==> src/rtl/uart_pkg.sv <==
// Shared types and constants for the UART FIFO bridge.
package uart_pkg;

    typedef enum logic {
        TX_IDLE = 1'b0,
        TX_SEND = 1'b1
    } tx_state_e;

    localparam int UART_RX_EMPTY_BIT = 31;

    // simpleuart data words carry the byte in the low lane, upper bits zero.
    function automatic logic [31:0] uart_word(input logic [7:0] b);
        return {24'h0, b};
    endfunction

endpackage

==> src/rtl/uart_sync_fifo.sv <==
// Single-clock FIFO with first-word-fall-through output and an occupancy counter.
// The caller gates push/pop; a push while full is only legal together with a pop.
module uart_sync_fifo #(
    parameter int WIDTH = 8,
    parameter int DEPTH = 16
) (
    input  logic                     clk,
    input  logic                     resetn,
    input  logic                     push,
    input  logic                     pop,
    input  logic [WIDTH-1:0]         data_in,
    output logic [WIDTH-1:0]         data_out,
    output logic                     full,
    output logic                     empty,
    output logic [$clog2(DEPTH):0]   level
);

    localparam int AW = $clog2(DEPTH);
    localparam logic [AW:0] FULL_LEVEL = (AW+1)'(DEPTH);

    logic [WIDTH-1:0] mem [DEPTH];
    logic [AW-1:0]    wr_ptr_reg;
    logic [AW-1:0]    rd_ptr_reg;
    logic [AW:0]      level_reg;

    // Storage carries no reset so it can map onto distributed/block memory.
    always_ff @(posedge clk) begin
        if (push) begin
            mem[wr_ptr_reg] <= data_in;
        end
    end

    always_ff @(posedge clk or negedge resetn) begin
        if (!resetn) begin
            wr_ptr_reg <= '0;
            rd_ptr_reg <= '0;
            level_reg  <= '0;
        end else begin
            if (push) begin
                wr_ptr_reg <= wr_ptr_reg + AW'(1);
            end
            if (pop) begin
                rd_ptr_reg <= rd_ptr_reg + AW'(1);
            end
            case ({push, pop})
                2'b10:   level_reg <= level_reg + (AW+1)'(1);
                2'b01:   level_reg <= level_reg - (AW+1)'(1);
                default: level_reg <= level_reg;
            endcase
        end
    end

    assign data_out = mem[rd_ptr_reg];
    assign full     = (level_reg == FULL_LEVEL);
    assign empty    = (level_reg == '0);
    assign level    = level_reg;

endmodule

==> src/rtl/uart_fifo_bridge.sv <==
// Bus-side FIFO front end for simpleuart: TX FIFO drained through the we/wait
// handshake, RX bytes pulled from reg_dat_do into an RX FIFO with overrun flag.
module uart_fifo_bridge
    import uart_pkg::*;
#(
    parameter int TX_DEPTH = 16,
    parameter int RX_DEPTH = 16
) (
    input  logic                        clk,
    input  logic                        resetn,
    input  logic                        bus_tx_valid,
    input  logic [7:0]                  bus_tx_data,
    output logic                        bus_tx_ready,
    output logic                        bus_rx_valid,
    output logic [7:0]                  bus_rx_data,
    input  logic                        bus_rx_ready,
    output logic [$clog2(TX_DEPTH):0]   tx_level,
    output logic [$clog2(RX_DEPTH):0]   rx_level,
    output logic                        rx_overrun,
    input  logic                        rx_overrun_clr,
    output logic                        uart_dat_we,
    output logic [31:0]                 uart_dat_di,
    input  logic                        uart_dat_wait,
    output logic                        uart_dat_re,
    input  logic [31:0]                 uart_dat_do
);

    logic       tx_push;
    logic       tx_pop;
    logic       tx_full;
    logic       tx_empty;
    logic [7:0] tx_head;

    logic       rx_push;
    logic       rx_pop;
    logic       rx_full;
    logic       rx_empty;

    tx_state_e  state_reg;
    tx_state_e  state_next;
    logic       we_reg;
    logic       we_next;
    logic [7:0] di_reg;
    logic [7:0] di_next;
    logic       overrun_reg;
    logic       overrun_next;

    logic       unused_do_bits;

    assign tx_push      = bus_tx_valid && bus_tx_ready;
    assign bus_tx_ready = !tx_full;

    uart_sync_fifo #(
        .WIDTH (8),
        .DEPTH (TX_DEPTH)
    ) u_tx_fifo (
        .clk      (clk),
        .resetn   (resetn),
        .push     (tx_push),
        .pop      (tx_pop),
        .data_in  (bus_tx_data),
        .data_out (tx_head),
        .full     (tx_full),
        .empty    (tx_empty),
        .level    (tx_level)
    );

    always_ff @(posedge clk or negedge resetn) begin
        if (!resetn) begin
            state_reg <= TX_IDLE;
            we_reg    <= 1'b0;
            di_reg    <= 8'h00;
        end else begin
            state_reg <= state_next;
            we_reg    <= we_next;
            di_reg    <= di_next;
        end
    end

    // A byte leaves the FIFO when idle, or back-to-back on the edge the UART accepts.
    always_comb begin
        state_next = state_reg;
        tx_pop     = 1'b0;
        case (state_reg)
            TX_IDLE: begin
                if (!tx_empty) begin
                    tx_pop     = 1'b1;
                    state_next = TX_SEND;
                end
            end
            TX_SEND: begin
                if (!uart_dat_wait) begin
                    if (!tx_empty) begin
                        tx_pop = 1'b1;
                    end else begin
                        state_next = TX_IDLE;
                    end
                end
            end
            default: state_next = TX_IDLE;
        endcase
    end

    always_comb begin
        we_next = (state_next == TX_SEND);
        di_next = tx_pop ? tx_head : di_reg;
    end

    assign uart_dat_we = we_reg;
    assign uart_dat_di = uart_word(di_reg);

    assign uart_dat_re    = !uart_dat_do[UART_RX_EMPTY_BIT];
    assign unused_do_bits = ^uart_dat_do[30:8];

    assign bus_rx_valid = !rx_empty;
    assign rx_pop       = bus_rx_valid && bus_rx_ready;
    assign rx_push      = uart_dat_re && (!rx_full || rx_pop);

    uart_sync_fifo #(
        .WIDTH (8),
        .DEPTH (RX_DEPTH)
    ) u_rx_fifo (
        .clk      (clk),
        .resetn   (resetn),
        .push     (rx_push),
        .pop      (rx_pop),
        .data_in  (uart_dat_do[7:0]),
        .data_out (bus_rx_data),
        .full     (rx_full),
        .empty    (rx_empty),
        .level    (rx_level)
    );

    // A dropped byte outranks a simultaneous clear so no overrun is ever lost.
    always_comb begin
        overrun_next = overrun_reg;
        if (uart_dat_re && !rx_push) begin
            overrun_next = 1'b1;
        end else if (rx_overrun_clr) begin
            overrun_next = 1'b0;
        end
    end

    always_ff @(posedge clk or negedge resetn) begin
        if (!resetn) begin
            overrun_reg <= 1'b0;
        end else begin
            overrun_reg <= overrun_next;
        end
    end

    assign rx_overrun = overrun_reg;

endmodule
==> config.mk <==
export PLATFORM = sky130hd
export DESIGN_NAME = uart_fifo_bridge
export DESIGN_NICKNAME = d
export VERILOG_FILES = /design/src/rtl/uart_pkg.sv /design/src/rtl/uart_sync_fifo.sv /design/src/rtl/uart_fifo_bridge.sv
export SDC_FILE = /design/constraint.sdc
export NUM_CORES = 1
export LEC_CHECK = 0
export BUFFER_PORTS_ARGS = -buffer_cell sky130_fd_sc_hd__buf_2
export CAP_MARGIN = 20
export CELL_PAD_IN_SITES_DETAIL_PLACEMENT = 1
export CELL_PAD_IN_SITES_GLOBAL_PLACEMENT = 1
export CORE_MARGIN = 5
export CORE_UTILIZATION = 45
export DETAILED_ROUTE_END_ITERATION = 10
export PLACE_DENSITY_LB_ADDON = 0.12
export SYNTH_ARGS = -nofsm -noshare
export SYNTH_HDL_FRONTEND = slang
export SYNTH_SLANG_ARGS = --single-unit
==> constraint.sdc <==
create_clock -name clk -period 6.8 [get_ports clk]
set_input_delay 0.68 -clock clk [delete_from_list [all_inputs] [get_ports clk]]
set_output_delay 0.68 -clock clk [all_outputs]
set_load 0.05 [all_outputs]
# After elaboration in Yosys (flattened, before gate mapping)
# Memory sizes are Yosys's and may differ from the RTL's. A register that Yosys moved wholly into a read port is not among the register bits.
# Cells that the tools add are included.
# op_classes
addsub	8
eq_ne	6
mux	13
bitwise	1
reduce_logical	16
# op_table
operator	n
5-bit one-hot mux with 2 select lines	2
4-bit by 1-bit adder with 4-bit output, second input constant	4
5-bit by 1-bit adder with 5-bit output, second input constant	2
5-bit == test, second input constant	2
5-bit logical NOT	2
5-bit by 1-bit subtractor with 5-bit output, second input constant	2
1-bit 2-to-1 mux	9
1-bit logical NOT	6
2-bit nonzero test	3
2-bit by 1-bit == test with 1-bit output, second input constant	2
2-bit == test, second input constant	2
1-bit logical AND	4
1-bit one-hot mux with 2 select lines	2
1-bit logical OR	1
1-bit inverter	1
# totals
regBits	28
mem_bits_rw	256
input_bits	46
output_inout_bits	55
wordCells	54
n_memories	2
# memory_table
name	words	word_bits	rd	rd_ports_with_merged_regs	wr	line	text
u_rx_fifo.mem	16	8	1	0	1	uart_sync_fifo.sv:21	logic [WIDTH-1:0] mem [DEPTH];
u_tx_fifo.mem	16	8	1	1	1	uart_sync_fifo.sv:21	

# Logic depth before layout (Yosys ltp)
# Gate-level depths: netlist of run 1.
# logic_depth
word_depth	8
depth_mapped	13
depth_no_buf	12

# By module
# From an unflattened synthesis of run 1, not the netlist that was laid out.
# unflattened
cells_unflattened	648
area_unflattened_um2	12126.6
# by_module_without_submodules
module	instances	cells_per_inst	area_per_inst_um2	seq_area_each_um2
uart_sync_fifo (u_tx_fifo)	1	297	5771.8	4169.0
uart_sync_fifo (u_rx_fifo)	1	296	5760.5	4169.0
uart_fifo_bridge	1	55	594.3	250.2

# Least setup slack after synthesis of run 1
# No wires, ideal clock.
# synth_path
path_kind	register -> register
startpoint	reg u_rx_fifo.level_reg[0], in the netlist u_rx_fifo.level[0]
endpoint	reg u_rx_fifo.level_reg[4], in the netlist u_rx_fifo.level[4]
setup_time_ps	141
arrival_ps	3409
required_time_ps	6659
path_slack_ps	3250
path_stages_with_launch	12
n_path_buf	1
period_less_slack_ps	3550
path_cell_list	dfrtp_1 or4_1 or2_2 and2_1 clkbuf_1 ha_1 ha_1 nor2b_1 o21ai_0 a21oi_1 or3b_2 xnor2_1
# synth_between
elab_chain_len	7
elab_cells_between_ends	13
classes_between	add/sub (2); eq/ne (3); mux (1); reduce/logical (7)
# synth_lines
item	line	text
from (decl)	uart_sync_fifo.sv:24	logic [AW:0] level_reg;
from (signal assigned)	uart_sync_fifo.sv:46	2'b10: level_reg <= level_reg + (AW+1)'(1);
from (signal assigned)	uart_sync_fifo.sv:47	2'b01: level_reg <= level_reg - (AW+1)'(1);
from (signal assigned)	uart_sync_fifo.sv:48	default: level_reg <= level_reg;
5-bit logical NOT *	uart_sync_fifo.sv:55	assign empty = (level_reg == '0);
1-bit logical NOT *	uart_fifo_bridge.sv:115	assign bus_rx_valid = !rx_empty;
named net bus_rx_valid	uart_fifo_bridge.sv:14	output logic bus_rx_valid,
1-bit logical AND *	uart_fifo_bridge.sv:116	assign rx_pop = bus_rx_valid && bus_rx_ready;
named net rx_pop	uart_fifo_bridge.sv:35	logic rx_pop;
1-bit logical OR	uart_fifo_bridge.sv:117	assign rx_push = uart_dat_re && (!rx_full || rx_pop);
1-bit logical AND	uart_fifo_bridge.sv:117	
2-bit by 1-bit == test with 1-bit output or 2-bit == test (tied branches)	uart_sync_fifo.sv:45	case ({push, pop})
5-bit one-hot mux with 2 select lines or 2-bit nonzero test (tied branches)	-	
# The timed path passes the listed nets; every way through them passes the cells marked *.
# A chain may end at the register's enable or synchronous reset.

# Worst setup path in the final report of run 1
# layout_path
startpoint	reg u_rx_fifo.level_reg[0], in the netlist u_rx_fifo.level[0]
endpoint	reg u_rx_fifo.level_reg[4], in the netlist u_rx_fifo.level[4]
# layout_between
elab_chain_len	7
elab_cells_between_ends	13
classes_between	add/sub (2); eq/ne (3); mux (1); reduce/logical (7)
# layout_lines
item	line
5-bit logical NOT	uart_sync_fifo.sv:55
1-bit logical NOT	uart_fifo_bridge.sv:115
1-bit logical AND	uart_fifo_bridge.sv:116
1-bit logical OR	uart_fifo_bridge.sv:117
1-bit logical AND	uart_fifo_bridge.sv:117
2-bit by 1-bit == test with 1-bit output or 2-bit == test (tied branches)	uart_sync_fifo.sv:45
5-bit one-hot mux with 2 select lines or 2-bit nonzero test (tied branches)	-
# Parallel ways exist; a longest one is shown, timed or not.

==> results of run 1 <==
==> cell usage after synthesis (2+ instances only) <==
master,number
buf_2,7
and2_1,19
or4_1,2
xor2_1,6
a21oi_1,12
nor3b_1,2
dfrtp_1,36
o22ai_1,17
or2_2,2
buf_4,24
buf_1,5
mux2_2,9
xnor2_1,14
fa_1,2
nor2b_1,2
nor3_1,5
nand2_1,17
o21ai_0,9
edfxtp_1,256
or3b_2,2
inv_1,15
clkbuf_1,17
mux4_2,72
nand2b_1,3
a21o_1,2
ha_1,18
nor2_1,12
nand4_1,4
nand3_1,2
==> where the power goes <==
group / switching (mW) / internal (mW) / total (mW)
Clock: 0.650 / 0.962 / 1.61
Combinational: 1.13 / 0.781 / 1.91
Sequential: 0.225 / 2.22 / 2.44
Total: 2.00 / 3.96 / 5.97
==> metrics by stage <==
step	cells	setup slack [ns]	hold WS [ns]	util	area [um2]
finish	1024	3.23	0.288	0.514	13300
global route	1024	3.08	0.339	0.514	13300
CTS	1024	3.21	0.294	0.514	13300
detailed placement	968	3.21	0.506	0.476	12300
global placement	966	3.32	0.487	0.475	12300
floorplan	626	3.25	0.384	-	11900
==> logic make-up (layout without fill, tap and decap cells) <==
group | count (synthesis) | in the layout | share of synthesized area
buffers and inverters | 70 | 133 | 0.0313
and+or+nand+nor | 75 | 75 | 0.0344
muxes | 83 | 83 | 0.148
xor gates and xnor gates | 20 | 20 | 0.0149
DFF | 292 | 292 | 0.728
AOI/OAI and AO/OA | 42 | 42 | 0.0207
other | 1 | 24 | 0.000318
adders and majority gates | 20 | 20 | 0.0225
==> cell type report <==
type / instances / area share
clock inverter: 13 / 0.00874
clock buffer: 43 / 0.0654
multi-input combinational: 264 / 0.220
tap: 335 / 0.0315
sequential: 292 / 0.645
timing repair buffer: 61 / 0.0243
inverter: 16 / 0.00451
==> metal layers <==
| metal | wire (um) | GRT usage | part of all wire | vias to the layer above |
|---|---|---|---|---|
| met5 | 28 | 0 | 0.0012 | - |
| met4 | 372 | 0.0328 | 0.016 | 6 |
| met3 | 834 | 0.0283 | 0.036 | 32 |
| met2 | 12500 | 0.293 | 0.55 | 87 |
| met1 | 9110 | 0.195 | 0.40 | 2883 |
| li1 | - | - | - | 2469 |
==> worst max-delay path: stages (launching register included) <==
cell     delay [ns]
dfrtp_1        0.43
or4_1          0.54
or3b_1         0.38
and2_1         0.27
inv_2          0.13
ha_1           0.25
inv_1          0.11
fa_1           0.42
nor2b_1        0.12
o21ai_0        0.12
nand3_1        0.10
or3b_2         0.45
xnor2_1        0.13
==> path summary, 6_finish.rpt <==
kind	start	to	slack, ns	cells past startpoint
worst min-delay path	resetn	u_tx_fifo.level[3]	0.29	1
worst max register to register	u_rx_fifo.level[0]	u_rx_fifo.level[4]	3.23	12
max in group asynchronous	resetn	u_tx_fifo.rd_ptr_reg[3]	5.87	1
worst min register to register	u_rx_fifo.level[4]	u_rx_fifo.level[4]	0.51	1
min in group clk	uart_dat_do[31]	rx_overrun	0.33	2
worst max-delay path	u_rx_fifo.level[0]	u_rx_fifo.level[4]	3.23	12
==> cells in the final DEF, fill, tap and decap left out, types with 6 or more instances in the layout <==
cell	n
o21ai_0	9
clkbuf_1	7
clkinv_2	9
ha_1	18
mux2_2	9
xnor2_1	14
buf_2	54
nor2_1	12
edfxtp_1	256
nand2_1	17
inv_1	15
xor2_1	6
mux4_2	72
and2_1	19
dfrtp_1	33
buf_4	7
conb_1	24
clkbuf_16	31
a21oi_1	12
o22ai_1	17
==> results.ini, run 1 <==
[drt]
postRouteAntennaNets=0
via_per_inst=5.35
drc=0
wirelength_um=22900
dr_total_vias=5477
drtIter0Drc=273
wire_per_inst_um=22.3
first_pass_iters=4

[die]
initial_core_util=0.455
die_w_um=172
core.rowCount=59
pin_count=101
dieArea_mm2=0.0295
fp.coreArea_mm2=0.0259
die_h_um=172

[power]
ir_drop_mv=0.285
total_power_mw=5.97
leakagePower_nw=4.54
p_per_area_mw_per_mm2=448

[worst_setup_path]
worstPathArrival_ns=3.99
worst-setup-path-type=flop to flop
crit_required_ns=7.22
startpoint_type=flop
crit_fanout=7
endpoint_kind=flop

[clock_network]
clock-sinks=292
cts_tree=built
post_cts_buffers=0
cts_buffer_depth=3
clkTransAtPathRegs_ns=0.06
ctsHtreeMaxLevel=1
clock-root-buffer=clkbuf_16
tritoncts.num_buffers=30
ctsHoldBuffers=0
cts_resized=0
clk_latency_ns=0.53

[sta]
slew_headroom=0.345
fmax_ghz=0.280
fin_crit_sh=0.525
worstMarginPinSlew_ns=0.978
finalSetupViolations=0
hold_viol=0
drv_slew=0
finalCriticalPeriod_ns=3.57
clock_skew_ns=0.00713
setup_tns_ns=0
rsz0062_at_grt=no

[yosys]
synth_cell_types=39
synth.area.top_cells=edfxtp_1, mux4_2, dfrtp_1
syn_inst=603
syn_area_mm2=0.0118
ys.flop_type=edfxtp_1
synth_top_area_frac=0.652
async_reset_ff_frac=0.123
yosysTopAreaCell=edfxtp_1
synth_edf_count=256
ys_ff_latch=292
syn_avg_cell_area_um2=19.6
yosys_warnings=0
ys_seq_area_frac=0.728

[layout]
seq_area_mm2=0.00859
drive_gt1_frac=0.290
n_antenna_cell=0
multi_input_area_mm2=0.00293
fillers=2320
syn_to_final_growth_pct=12.9
nets=731

[global_route]
antenna_found_initial=4
first_global_vias=6049
grt_overflow_total=0
grt_pass1_wl_um=35700
grt_max_degree=37
grt_usage=0.158

[placed_design]
gp_congestion=0.730
dp_hpwl_um=15400
numPortBuffers=53

[hold_path]
min_path_type=primary input to async pin

[job]
drv_cap=0

[run_status]
status=complete, no violations

(Power assumes the default switching activity.)
==> run 2, diff against run 1 <==
==> constraint.sdc (replaced) <==
create_clock -name clk -period 3.44 [get_ports clk]
set_input_delay 0.344 -clock clk [delete_from_list [all_inputs] [get_ports clk]]
set_output_delay 0.344 -clock clk [all_outputs]
set_load 0.05 [all_outputs]
==> run 2 against run 1 <==
Clock-buffer cell count decreased by 3; die area unchanged; via count increased by 0.51%; register-to-register slack got worse by 3.1 ns; cell area increased by 0.82%; non-clock buffer count increased by 8; critical path type unchanged; largest power group unchanged.
==> results.ini, run 2 (synthesis results as in run 1) <==
[layout]
stdcell_area_mm2=0.0134
final_common_cell=edfxtp_1
syn_to_final_growth_pct=13.8
fillers=2322
n_antenna_cell=0
final_cell_mix=edfxtp_1, mux4_2, buf_2, clkbuf_16, dfrtp_1
drive_gt1_frac=0.296
nets=740

[worst_setup_path]
endpoint_kind=flop
cp_cell_sequence=or4_1 -> or3b_1 -> and2_1 -> inv_2 -> ha_4 -> inv_1 -> fa_2 -> nor2b_1 -> o21ai_1 -> nand3_1 -> or3b_2 -> xnor2_1
worst-setup-path-type=flop to flop
critical-path-max-stage-delay_ns=0.56
crit_slowest_cell=or4_1
r2r_end=u_rx_fifo.level[4]
crit_fanout=4
reg2reg_depth=12
crit_required_ns=3.87
critPathTopFamily=simple AND/OR/NAND/NOR gates
rrSetupSlack_ns=0.18
worstPathArrival_ns=3.70
reg2reg_from=u_rx_fifo.level[1]
cp_num_buf_inv=2
startpoint_type=flop

[sta]
worstMarginPinSlew_ns=1.02
hold_viol=0
slew_headroom=0.317
setup_tns_ns=0
rsz0062_at_grt=no
finalSetupViolations=0
clock_skew_ns=0.0196
finalCriticalPeriod_ns=3.26
hold_ws_ns=0.0344
drv_slew=0
fin_crit_sh=0.949
fmax_ghz=0.306

[global_route]
antenna_found_initial=0
busiest_layer=met2
grt_overflow_total=0
grtUsageMet3=0.0263
grt_max_degree=37
grt_usage=0.168
use_met1=0.207
first_global_vias=6231
use_met2=0.313
grt_pass1_wl_um=37600

[power]
ir_drop_mv=0.439
p_per_area_mw_per_mm2=892
swShare=0.339
leakagePower_nw=4.58
switching_power_mw=4.05
p_seq_frac=0.407
total_power_mw=12.0
p_comb_frac=0.324
power.share.clock=0.270
intPower_mw=7.91

[drt]
drtIter0Drc=321
postRouteAntennaNets=0
wire_per_inst_um=23.3
first_pass_iters=4
drc=0
via_per_inst=5.32
wirelength_um=24100
dr_total_vias=5505

[clock_network]
cts_buffer_depth=3
clkTransAtPathRegs_ns=0.06
ctsHtreeMaxLevel=1
clk_latency_ns=0.56
clock-root-buffer=clkbuf_16
cts_tree=built
post_cts_buffers=0
clock-sinks=292
tritoncts.num_buffers=31

[die]
fp.coreArea_mm2=0.0259
dieArea_mm2=0.0295
pin_count=101
die_h_um=172
die_w_um=172
core.rowCount=59
initial_core_util=0.455

[hold_path]
holdPathEnd=uart_dat_we
min_path_type=primary input to flop
min_from=uart_dat_wait
hold_path_depth=2

[run_status]
status=complete, no violations

[placed_design]
gp_congestion=0.776
placed_area_mm2=0.0124
numPortBuffers=53
dp_hpwl_um=16200

[job]
drv_cap=0

## run 2: changes by cell type in the layout (fill, tap and decap cells not counted), sizes merged
cell,previous run,this run
buf,61,66
inv,16,17
clkinvlp,1,0
clkinv,10,14
bufinv,2,3
clkbuf,43,40
dlygate4sd3,0,3
## run 2: power groups by stage
stage	Combinational, mW	Sequential, mW	Clock, mW
floorplan	2.79	5.01	0
CTS	3.95	4.89	3.32
finish	3.87	4.86	3.23
detailed placement	3.93	4.95	0
global route	4.16	4.94	3.48
global placement	3.82	4.91	0
## run 2: cell type report
type,instances,area (um2),area share
clock inverter,18,161,0.0120
clock buffer,40,830,0.0618
timing repair buffer,69,405,0.0302
tap,335,419,0.0312
multi-input combinational,264,2950,0.220
inverter,16,60.1,0.00448
sequential,292,8590,0.640
## run 2: stage by stage
stage	utilization	worst slack (ns)	instances
after floorplan	-	0.0000691	626
after global placement	0.477	0.0719	971
after detailed placement	0.478	-0.0233	973
after CTS	0.517	0.00460	1034
after global routing	0.518	0.0237	1034
final	0.518	0.177	1034
## run 2: how the worst max path moves through the flow
stage / from / to / slack, ns / cells past startpoint
after floorplan: u_rx_fifo.level[1] / u_rx_fifo.level[4] / 0.00007 / 13
after global placement: u_rx_fifo.level[1] / u_rx_fifo.level[4] / 0.07 / 12
after detailed placement: u_rx_fifo.level[1] / u_rx_fifo.level[4] / -0.02 / 12
after CTS: u_rx_fifo.level[1] / u_rx_fifo.level[4] / 0.005 / 12
after global routing: u_rx_fifo.level[1] / u_rx_fifo.level[4] / 0.02 / 12
final: u_rx_fifo.level[1] / u_rx_fifo.level[4] / 0.18 / 12
## run 2: per-layer routing
layer / vias to the layer above / part of all wire / routed length (um)
met2: 98 / 0.55 / 13300
li1: 2479 / - / -
met4: 0 / 0.019 / 455
met1: 2897 / 0.39 / 9450
met3: 31 / 0.038 / 903
met5: - / 0 / 0
## run 2: repair_timing
| item | in CTS | in global routing |
|---|---|---|
| hold buffers | 3 | 0 |
| endpoints found under the setup margin | 1 | 1 |
| gates resized for setup | 1 | 3 |
| hold endpoints to repair | 37 | 0 |
==> run 3, diff against run 2 <==
--- a/config.mk
+++ b/config.mk
@@ -9,6 +9,7 @@
 export CAP_MARGIN = 20
 export CELL_PAD_IN_SITES_DETAIL_PLACEMENT = 1
 export CELL_PAD_IN_SITES_GLOBAL_PLACEMENT = 1
+export CORE_ASPECT_RATIO = 1.4
 export CORE_MARGIN = 5
 export CORE_UTILIZATION = 45
 export DETAILED_ROUTE_END_ITERATION = 10
==> run 3 against run 2 <==
Clock-buffer cell count rose by 3; first-iteration DRC count is 5.3% lower; sequential share of layout area increased by 0.75 points; largest cell class unchanged; die area rose by 0.15%; critical endpoint unchanged; worst setup slack better by 0.023 ns; via count shrank 0.73%; hold slack improved by 0.032 ns.
==> results.ini, run 3 (synthesis results as in run 1) <==
[drt]
drtIter0Drc=304
postRouteAntennaNets=0
wirelength_um=23800
dr_total_vias=5465
first_pass_iters=4
drc=0
wire_per_inst_um=23.4
via_per_inst=5.38

[run_status]
status=complete, no violations

[clock_network]
cts_buffer_depth=3
ctsHtreeMaxLevel=1
tritoncts.num_buffers=29
cts_tree=built
clock-root-buffer=clkbuf_16
post_cts_buffers=0
clkTransAtPathRegs_ns=0.06
clock-sinks=292
clk_latency_ns=0.54

[layout]
fillers=2402
syn_to_final_growth_pct=12.5
drive_gt1_frac=0.285
final_common_cell=edfxtp_1
final_cell_mix=edfxtp_1, mux4_2, buf_2, dfrtp_1, clkbuf_16
nets=736
n_antenna_cell=0

[placed_design]
dp_hpwl_um=16700
numPortBuffers=53
place_ws_ns=0.0279
gp_congestion=0.768

[hold_path]
min_from=uart_dat_wait
hold_path_depth=2
holdPathEnd=uart_dat_we
min_path_type=primary input to flop

[sta]
clock_skew_ns=0.0184
setup_tns_ns=0
worstMarginPinSlew_ns=0.962
hold_viol=0
fmax_ghz=0.309
rsz0062_at_grt=no
fin_ws_ns=0.200
finalCriticalPeriod_ns=3.24
drv_slew=0
fin_crit_sh=0.942
slew_headroom=0.358
hold_ws_ns=0.0660
finalSetupViolations=0

[power]
swShare=0.343
p_seq_frac=0.418
power.share.clock=0.250
switching_power_mw=3.97
p_comb_frac=0.332
leakagePower_nw=4.50
ir_drop_mv=0.461
p_per_area_mw_per_mm2=873
intPower_mw=7.61

[worst_setup_path]
cp_num_buf_inv=2
endpoint_kind=flop
critical-path-max-stage-delay_ns=0.54
crit_slowest_cell=or4_1
critPathTopFamily=simple AND/OR/NAND/NOR gates
startpoint_type=flop
reg2reg_depth=12
rrSetupSlack_ns=0.20
crit_required_ns=3.86
cp_cell_sequence=or4_1 -> or3b_1 -> and2_1 -> inv_2 -> ha_4 -> inv_1 -> fa_2 -> nor2b_1 -> o21ai_0 -> nand3_1 -> or3b_2 -> xnor2_1
worst-setup-path-type=flop to flop
reg2reg_from=u_rx_fifo.level[1]
crit_fanout=4
worstPathArrival_ns=3.66
r2r_end=u_rx_fifo.level[4]

[global_route]
grt_pass1_wl_um=37600
grt_max_degree=37
grt_overflow_total=0
grt_usage=0.164
antenna_found_initial=0
first_global_vias=6241

[job]
drv_cap=0

[die]
core.rowCount=70
die_h_um=202
die_w_um=147
pin_count=101
dieArea_mm2=0.0296
initial_core_util=0.453
fp.coreArea_mm2=0.0260

## run 3: changes by cell type in the layout (fill, tap and decap cells not counted), sizes merged
cell and change:
bufinv -3, clkbuf +3, buf -2, clkinv -7
clkinvlp +1
## run 3: cell type report
cell class              instances  area, um2  area share
multi-input cells             264       2950       0.222
clock inverters                 9       46.3     0.00349
repair buffers                 67        390      0.0294
well taps                     324        405      0.0306
inverters                      16       60.1     0.00453
clock buffers                  43        818      0.0617
flip-flops and latches        292       8600       0.648
## run 3: how the worst max path moves through the flow
stage / slack [ns] / endpoint / cells past startpoint / startpoint
3_5_place_dp: 0.03 / u_rx_fifo.level[4] / 12 / u_rx_fifo.level[1]
4_1_cts: 0.02 / u_rx_fifo.level[4] / 12 / u_rx_fifo.level[1]
3_3_place_gp: 0.10 / u_rx_fifo.level[4] / 12 / u_rx_fifo.level[1]
5_1_grt: 0.03 / u_rx_fifo.level[4] / 12 / u_rx_fifo.level[1]
6_report: 0.20 / u_rx_fifo.level[4] / 12 / u_rx_fifo.level[1]
2_1_floorplan: 0.00007 / u_rx_fifo.level[4] / 13 / u_rx_fifo.level[1]
## run 3: worst reg2reg max path: cells and delay by family, from the launching register on
| kind | cells | cell delay (ns) |
|---|---|---|
| xor+xnor | 1 | 0.14 |
| compound gates | 1 | 0.10 |
| buf+inv | 2 | 0.18 |
| simple gates | 6 | 1.76 |
| flops | 1 | 0.42 |
| fa+ha+maj | 2 | 0.52 |
## run 3: what timing repair did
action	in CTS	in global routing
setup endpoints to repair	0	1
resized for setup	0	3
hold buffers	3	0
endpoints found under the hold margin	33	0
## run 3: routing by layer
layer	up-vias	GRT usage	part of all wire
met1	2883	0.185	0.36
met4	0	0.0427	0.020
li1	2466	-	-
met5	-	0	0
met3	33	0.0207	0.027
met2	83	0.322	0.59
## run 3: per-stage QoR
stage,instance area [um2],cells,utilization,power (mW)
final,13300,1015,0.510,11.6
after global routing,13300,1015,0.510,12.2
after CTS,13300,1015,0.509,11.8
after detailed placement,12400,960,0.475,8.85
after global placement,12400,960,0.475,8.70
after floorplan,11900,626,-,7.80
## run 3: power groups by stage
| stage | Combinational (mW) | Sequential [mW] | Clock, mW |
|---|---|---|---|
| 5_1_grt | 4.17 | 4.90 | 3.12 |
| 6_report | 3.85 | 4.84 | 2.90 |
| 3_5_place_dp | 3.92 | 4.93 | 0 |
| 2_1_floorplan | 2.79 | 5.01 | 0 |
| 3_3_place_gp | 3.81 | 4.89 | 0 |
| 4_1_cts | 3.93 | 4.85 | 2.97 |
